===== config.mk =====
export PLATFORM = sky130hd
export DESIGN_NAME = conv_window_gen
export DESIGN_NICKNAME = d
export VERILOG_FILES = /design/src/rtl/conv_window_gen.sv
export SDC_FILE = /design/constraint.sdc
export NUM_CORES = 2
export LEC_CHECK = 0
export ABC_AREA = 0
export CAP_MARGIN = 0
export CORE_MARGIN = 4
export CORE_UTILIZATION = 42
export DETAILED_ROUTE_END_ITERATION = 6
export PLACE_DENSITY = 0.59
export SYNTH_ARGS = -nofsm -noshare
export SYNTH_HDL_FRONTEND = slang
export SYNTH_SLANG_ARGS = --single-unit

===== constraint.sdc =====
create_clock -name clk -period 77.1 [get_ports clk]
set_input_delay 11.565 -clock clk [delete_from_list [all_inputs] [get_ports clk]]
set_output_delay 11.565 -clock clk [all_outputs]
set_load 0.03 [all_outputs]

===== src/rtl/conv_window_gen.sv =====
// Streaming 3x3 window generator: two line buffers plus a 3x3 shift array, valid/ready on both sides.
// Build option: define CONV_WIN_REPLICATE_EN to clamp out-of-image taps to the nearest edge pixel instead of zero.
module conv_window_gen #(
  parameter int IMG_W = 160,
  parameter int IMG_H = 120,
  parameter int DW    = 4
) (
  input  logic          clk,
  input  logic          rst,
  input  logic          start,
  input  logic [DW-1:0] pix_in,
  input  logic          pix_valid,
  output logic          pix_ready,
  output logic [DW-1:0] win_00,
  output logic [DW-1:0] win_01,
  output logic [DW-1:0] win_02,
  output logic [DW-1:0] win_10,
  output logic [DW-1:0] win_11,
  output logic [DW-1:0] win_12,
  output logic [DW-1:0] win_20,
  output logic [DW-1:0] win_21,
  output logic [DW-1:0] win_22,
  output logic          win_valid,
  input  logic          win_ready,
  output logic          busy,
  output logic          frame_done
);

  localparam int CW = (IMG_W > 1) ? $clog2(IMG_W) : 1;
  localparam int RW = (IMG_H > 1) ? $clog2(IMG_H) : 1;
  localparam logic [CW-1:0] COL_LAST = CW'(IMG_W - 1);
  localparam logic [RW-1:0] ROW_LAST = RW'(IMG_H - 1);

  typedef enum logic [2:0] {
    S_IDLE,
    S_FILL,
    S_RUN,
    S_FLUSH,
    S_DONE
  } state_t;

  state_t          state_q, state_d;
  logic [CW-1:0]   col_q, col_d;
  logic [RW-1:0]   row_q, row_d;
  logic [CW-1:0]   ccol_q, ccol_d;
  logic [RW-1:0]   crow_q, crow_d;
  logic            emit_done_q, emit_done_d;
  logic            win_valid_q, win_valid_d;
  logic            out_free;
  logic            fire;
  logic            emit;
  logic [DW-1:0]   pix_s;

  logic [DW-1:0]   lb0_q [IMG_W];
  logic [DW-1:0]   lb1_q [IMG_W];
  logic [DW-1:0]   s_q   [3][3];
  logic [DW-1:0]   s_d   [3][3];
  logic [DW-1:0]   win_q [3][3];
  logic [DW-1:0]   win_d [3][3];

  assign out_free = !win_valid_q || win_ready;

  // NOTE: every variable gets a default before the case so no path leaves it unassigned (no latches).
  always_comb begin
    state_d     = state_q;
    col_d       = col_q;
    row_d       = row_q;
    ccol_d      = ccol_q;
    crow_d      = crow_q;
    emit_done_d = emit_done_q;
    win_valid_d = win_valid_q;
    fire        = 1'b0;
    emit        = 1'b0;
    pix_s       = '0;

    if (win_valid_q && win_ready) win_valid_d = 1'b0;

    case (state_q)
      S_IDLE: begin
        if (start) begin
          state_d     = S_FILL;
          col_d       = '0;
          row_d       = '0;
          ccol_d      = '0;
          crow_d      = '0;
          emit_done_d = 1'b0;
        end
      end
      S_FILL: begin
        fire  = pix_valid && out_free;
        pix_s = pix_in;
        if (fire && row_q == RW'(1) && col_q == '0) state_d = S_RUN;
      end
      S_RUN: begin
        fire  = pix_valid && out_free;
        pix_s = pix_in;
        emit  = fire;
        if (fire && row_q == ROW_LAST && col_q == COL_LAST) state_d = S_FLUSH;
      end
      S_FLUSH: begin
        // Flush steps inject zeros; the border logic masks or clamps them away.
        fire = out_free && !emit_done_q;
        emit = fire;
        if (emit_done_q && win_valid_q && win_ready) state_d = S_DONE;
      end
      S_DONE:  state_d = S_IDLE;
      default: state_d = S_IDLE;
    endcase

    if (fire) begin
      if (col_q == COL_LAST) begin
        col_d = '0;
        row_d = (row_q == ROW_LAST) ? '0 : row_q + RW'(1);
      end else begin
        col_d = col_q + CW'(1);
      end
    end

    if (emit) begin
      win_valid_d = 1'b1;
      if (crow_q == ROW_LAST && ccol_q == COL_LAST) emit_done_d = 1'b1;
      if (ccol_q == COL_LAST) begin
        ccol_d = '0;
        crow_d = (crow_q == ROW_LAST) ? '0 : crow_q + RW'(1);
      end else begin
        ccol_d = ccol_q + CW'(1);
      end
    end
  end

  // Shift array after this step: oldest column drops out, the line-buffer column enters on the right.
  always_comb begin
    for (int r = 0; r < 3; r++) begin
      s_d[r][0] = s_q[r][1];
      s_d[r][1] = s_q[r][2];
    end
    s_d[0][2] = lb1_q[col_q];
    s_d[1][2] = lb0_q[col_q];
    s_d[2][2] = pix_s;
  end

  // Border handling keys off the centre counters, so the column that wrapped in from the next row is never used.
  always_comb begin
    for (int r = 0; r < 3; r++) begin
      for (int c = 0; c < 3; c++) begin
        logic top, bot, left, right;
        top   = (r == 0) && (crow_q == '0);
        bot   = (r == 2) && (crow_q == ROW_LAST);
        left  = (c == 0) && (ccol_q == '0);
        right = (c == 2) && (ccol_q == COL_LAST);
`ifdef CONV_WIN_REPLICATE_EN
        win_d[r][c] = s_d[(top || bot) ? 1 : r][(left || right) ? 1 : c];
`else
        win_d[r][c] = (top || bot || left || right) ? '0 : s_d[r][c];
`endif
      end
    end
  end

  // NOTE: sequential state uses non-blocking assignments only, so every register samples pre-edge values.
  always_ff @(posedge clk or posedge rst) begin
    if (rst) begin
      state_q     <= S_IDLE;
      col_q       <= '0;
      row_q       <= '0;
      ccol_q      <= '0;
      crow_q      <= '0;
      emit_done_q <= 1'b0;
      win_valid_q <= 1'b0;
      // NOTE: the line buffers are cleared on reset, which keeps them in flops rather than a RAM macro.
      for (int i = 0; i < IMG_W; i++) begin
        lb0_q[i] <= '0;
        lb1_q[i] <= '0;
      end
      for (int r = 0; r < 3; r++) begin
        for (int c = 0; c < 3; c++) begin
          s_q[r][c]   <= '0;
          win_q[r][c] <= '0;
        end
      end
    end else begin
      state_q     <= state_d;
      col_q       <= col_d;
      row_q       <= row_d;
      ccol_q      <= ccol_d;
      crow_q      <= crow_d;
      emit_done_q <= emit_done_d;
      win_valid_q <= win_valid_d;
      if (fire) begin
        s_q          <= s_d;
        lb1_q[col_q] <= lb0_q[col_q];
        lb0_q[col_q] <= pix_s;
      end
      if (emit) win_q <= win_d;
    end
  end

  assign pix_ready  = (state_q == S_FILL || state_q == S_RUN) && out_free;
  assign busy       = (state_q == S_FILL || state_q == S_RUN || state_q == S_FLUSH);
  assign frame_done = (state_q == S_DONE);
  assign win_valid  = win_valid_q;

  assign win_00 = win_q[0][0];
  assign win_01 = win_q[0][1];
  assign win_02 = win_q[0][2];
  assign win_10 = win_q[1][0];
  assign win_11 = win_q[1][1];
  assign win_12 = win_q[1][2];
  assign win_20 = win_q[2][0];
  assign win_21 = win_q[2][1];
  assign win_22 = win_q[2][2];

endmodule

==> results by group <==
Synth
  • Mean area per synthesized cell: 10.80 um^2
  • Ys async rst share: 100.0%
  • Sequential share of the synthesized area: 56.34%
  • Post-synth net total: 5674
  • Synth Area in Compound Gates: 12.95%
  • Netlist cell types: 70
  • Cell Area, Synth: 0.06108 mm^2
  • Synth Area in Simple Gates: 12.37%
  • FF+latch count, synth: 1375
  • Post-Synth Adder-Cell Area: 0.2049%
  • Largest family of logic cells by synthesized area: multiplexers
  • Syn Inst Count: 5655
  • Ys Warns: 0
  • Number of synthesized flops with an enable pin: 0
  • Multiplexer area fraction after synthesis: 14.74%
  • Prevailing post-synth register cell: dfrtp_1
  • Xor/xnor share of the synthesized area: 0.1004%

Final layout
  • Layout cell share with drive strength beyond 1: 13.04%
  • Multi-input combinational cell area: 0.02482 mm^2
  • Fill count: 13270
  • Layout Area Growth over Synthesis: 11.31%
  • Final design utilization: 47.21%
  • Commonest non-fill, non-tap cell in the layout: dfrtp_1
  • Commonest non-fill, non-tap cells in the layout: 1371 x dfrtp_1, 1080 x nand2_1, 816 x o21ai_0
  • Register area: 0.03442 mm^2
  • Final nets: 5583
  • Post-route design area: 0.06798 mm^2

Drt
  • DR vias/cell: 5.746
  • Via count: 43580
  • Drt pass-1 iters: 5
  • Final wirelength: 182600 um
  • Average wire per standard cell: 24.07 um
  • 1st-iter DRT viols: 3850
  • DRT antenna net count: 0
  • # DRC: 0

Global routing
  • Largest net degree at the start of global routing: 162
  • Grt ovf: 0
  • Number of global-route vias before repair: 43110
  • Initial antenna violation count: 6
  • Total global-route track usage: 24.21%
  • First-pass GRT wire length: 278700 um

Power
  • Power Total: 1.999 mW
  • Peak VDD IR: 0.00002775 V
  • P_leak: 29.95 nW
  • PwrDens: 29.40 mW/mm^2

Setup path
  • RR Endpoint: lb1_q[245]
  • Top cell by count, worst path: clkdlybuf4s50_1
  • Setup CP Type: in -> out
  • Reg2Reg Setup Slack: 70.39 ns
  • Type of origin of the critical path: input pin
  • Crit end category: output pin
  • Buffers & Inverters on Critical Path: 2
  • R2r worst-path depth: 9
  • Critical-path cell list: clkdlybuf4s50_1 -> nor2b_1 -> nor3_1 -> clkdlybuf4s50_1
  • Slowest CP cell: clkdlybuf4s50_1
  • Top Family by Delay on Critical Path: buffers and inverters
  • Critical path peak fanout: 6
  • Worst EP arrival: 13.03 ns
  • Worst R2R Start: col_q[0]
  • Crit path largest cell delay: 0.61 ns
  • Critical Path RT: 65.53 ns

Clocking
  • CTS root buf: clkbuf_16
  • Maximum clock path buffer count: 3
  • Htree depth: 4
  • CTS Hold Buffers Added: 0
  • CTS tree: done
  • Worst skew pair latency: 0.81 ns
  • TritonCTS Sinks: 1375
  • Post_cts resized: 0
  • Total clock buffers created by CTS: 150
  • Clk slew on worst S/H paths: 0.06 ns
  • Setup bufs post-CTS: 0

Timing
  • Unrepaired setup endpoints after global routing: no
  • Worst Tran Pin Value: 1.214 ns
  • Max frequency: 0.04066 GHz
  • Slew margin rel.: 19.05%
  • Final Slew Violations: 0
  • Clk_skew: 0.03923 ns
  • Final Hold Viols: 0
  • TNS Setup: 0 ns
  • Setup violations, final: 0
  • Final period util: 31.90%
  • Final hold slack: 0.4734 ns
  • Tmin final: 24.59 ns

Die
  • Initial Util: 42.41%
  • Core Area: 0.1440 mm^2
  • Die area: 0.1516 mm^2
  • Die Ht: 389.3 um
  • Site row count: 139
  • I/O pin total: 49
  • Die W: 389.3 um

Run status
  • Outcome: finished clean

Placement
  • HPWL after detailed placement: 118100 um
  • Placed inst area: 0.06293 mm^2
  • Port bufs: 48
  • GP Congestion: 0.8486

Flow run
  • Maxcap violations: 0

Hold path
  • Worst Hold Class: reg -> reg
  • Min-delay src: lb0_q[164]
  • Hold path depth: 2
  • WHS Endpoint: lb0_q[164]
-- per-stage QoR --
| step | worst slack (ns) | std cells |
|---|---|---|
| after global placement | 52.48 | 7315 |
| after floorplan | 26.77 | 5655 |
| after detailed placement | 52.49 | 7315 |
| after global routing | 52.40 | 7584 |
| final | 52.51 | 7585 |
| after CTS | 52.49 | 7584 |
-- worst max path at each step --
| stage | to | slack (ns) | depth (start not counted) | start |
|---|---|---|---|---|
| 5_1_grt | pix_ready | 52.40 | 4 | win_ready |
| 4_1_cts | pix_ready | 52.49 | 4 | win_ready |
| 6_report | pix_ready | 52.51 | 4 | win_ready |
| 3_5_place_dp | pix_ready | 52.49 | 4 | win_ready |
| 3_3_place_gp | pix_ready | 52.48 | 4 | win_ready |
| 2_1_floorplan | ccol_q[0] | 26.77 | 1 | rst |
-- registers in the layout (all words and copies together) (netlist names) --
| signal | count |
|---|---|
| lb0_q | 640 |
| lb1_q | 640 |
| s_d | 24 |
| ccol_q | 8 |
| col_q | 8 |
| crow_q | 7 |
| row_q | 7 |
| win_00 | 4 |
| win_01 | 4 |
| win_02 | 4 |
| win_10 | 4 |
| win_11 | 4 |
| win_12 | 4 |
| win_20 | 4 |
| win_21 | 4 |
| win_22 | 4 |
| state_q | 3 |
| emit_done_q | 1 |
| win_valid | 1 |
-- routing by layer --
| layer | track usage, % | part of all wire (%) | up-vias |
|---|---|---|---|
| li1 | - | - | 19760 |
| met1 | 35.10 | 45 | 22140 |
| met2 | 35.96 | 44 | 1339 |
| met3 | 5.195 | 7.0 | 337 |
| met4 | 8.969 | 3.8 | 2 |
| met5 | 0 | 0.0066 | - |
-- synth_stat cells, types with 12 or more instances --
cell type	n	area (um^2)
mux2_2	130	1464
mux4_2	240	5405
buf_1	14	52.55
nand4_1	27	168.9
buf_4	26	195.2
buf_6	28	315.3
and3_1	19	118.9
o21ai_0	816	4084
dfrtp_1	1375	34410
and2_1	27	168.9
a22o_1	33	289.0
mux2i_1	125	1251
clkbuf_1	236	885.9
nor3_1	12	60.06
buf_2	82	410.4
o22ai_1	17	106.4
nor2b_1	15	93.84
mux4_1	32	840.8
a21oi_1	440	2202
nand3_1	64	320.3
nor2_1	579	2173
a22oi_1	75	563.0
nand2_1	1084	4069
-- tightest hold or removal path: cells and delay by family, from the launching register on --
family / cells / cell delay, ns
AO/OA/AOI/OAI: 1 / 0.06
AND/OR/NAND/NOR: 1 / 0.04
flip-flops: 1 / 0.34
-- layout make-up --
type | count | share of cell area (%)
flip-flops and latches | 1375 | 50.63
multi-input cells | 3878 | 36.51
clock buffers | 231 | 6.626
well taps | 1903 | 3.502
repair buffers | 149 | 1.859
clock inverters | 38 | 0.8061
inverters | 10 | 0.06626
diodes | 1 | 0.003681
-- kinds of logic after synthesis --
| group | after synthesis |
|---|---|
| AOI/OAI and AO/OA | 1459 |
| xor gates and xnor gates | 7 |
| adders and majority gates | 10 |
| buffers and inverters | 402 |
| DFF | 1375 |
| muxes | 529 |
| and+or+nand+nor | 1873 |
-- power by group --
part | leakage (nW) | internal, mW | switching (mW)
Combinational | 8.35 | 0.124 | 0.363
Clock | 2.48 | 0.432 | 0.304
Sequential | 19.1 | 0.748 | 0.0276
No activity file was read; power rests on OpenSTA's default activity.
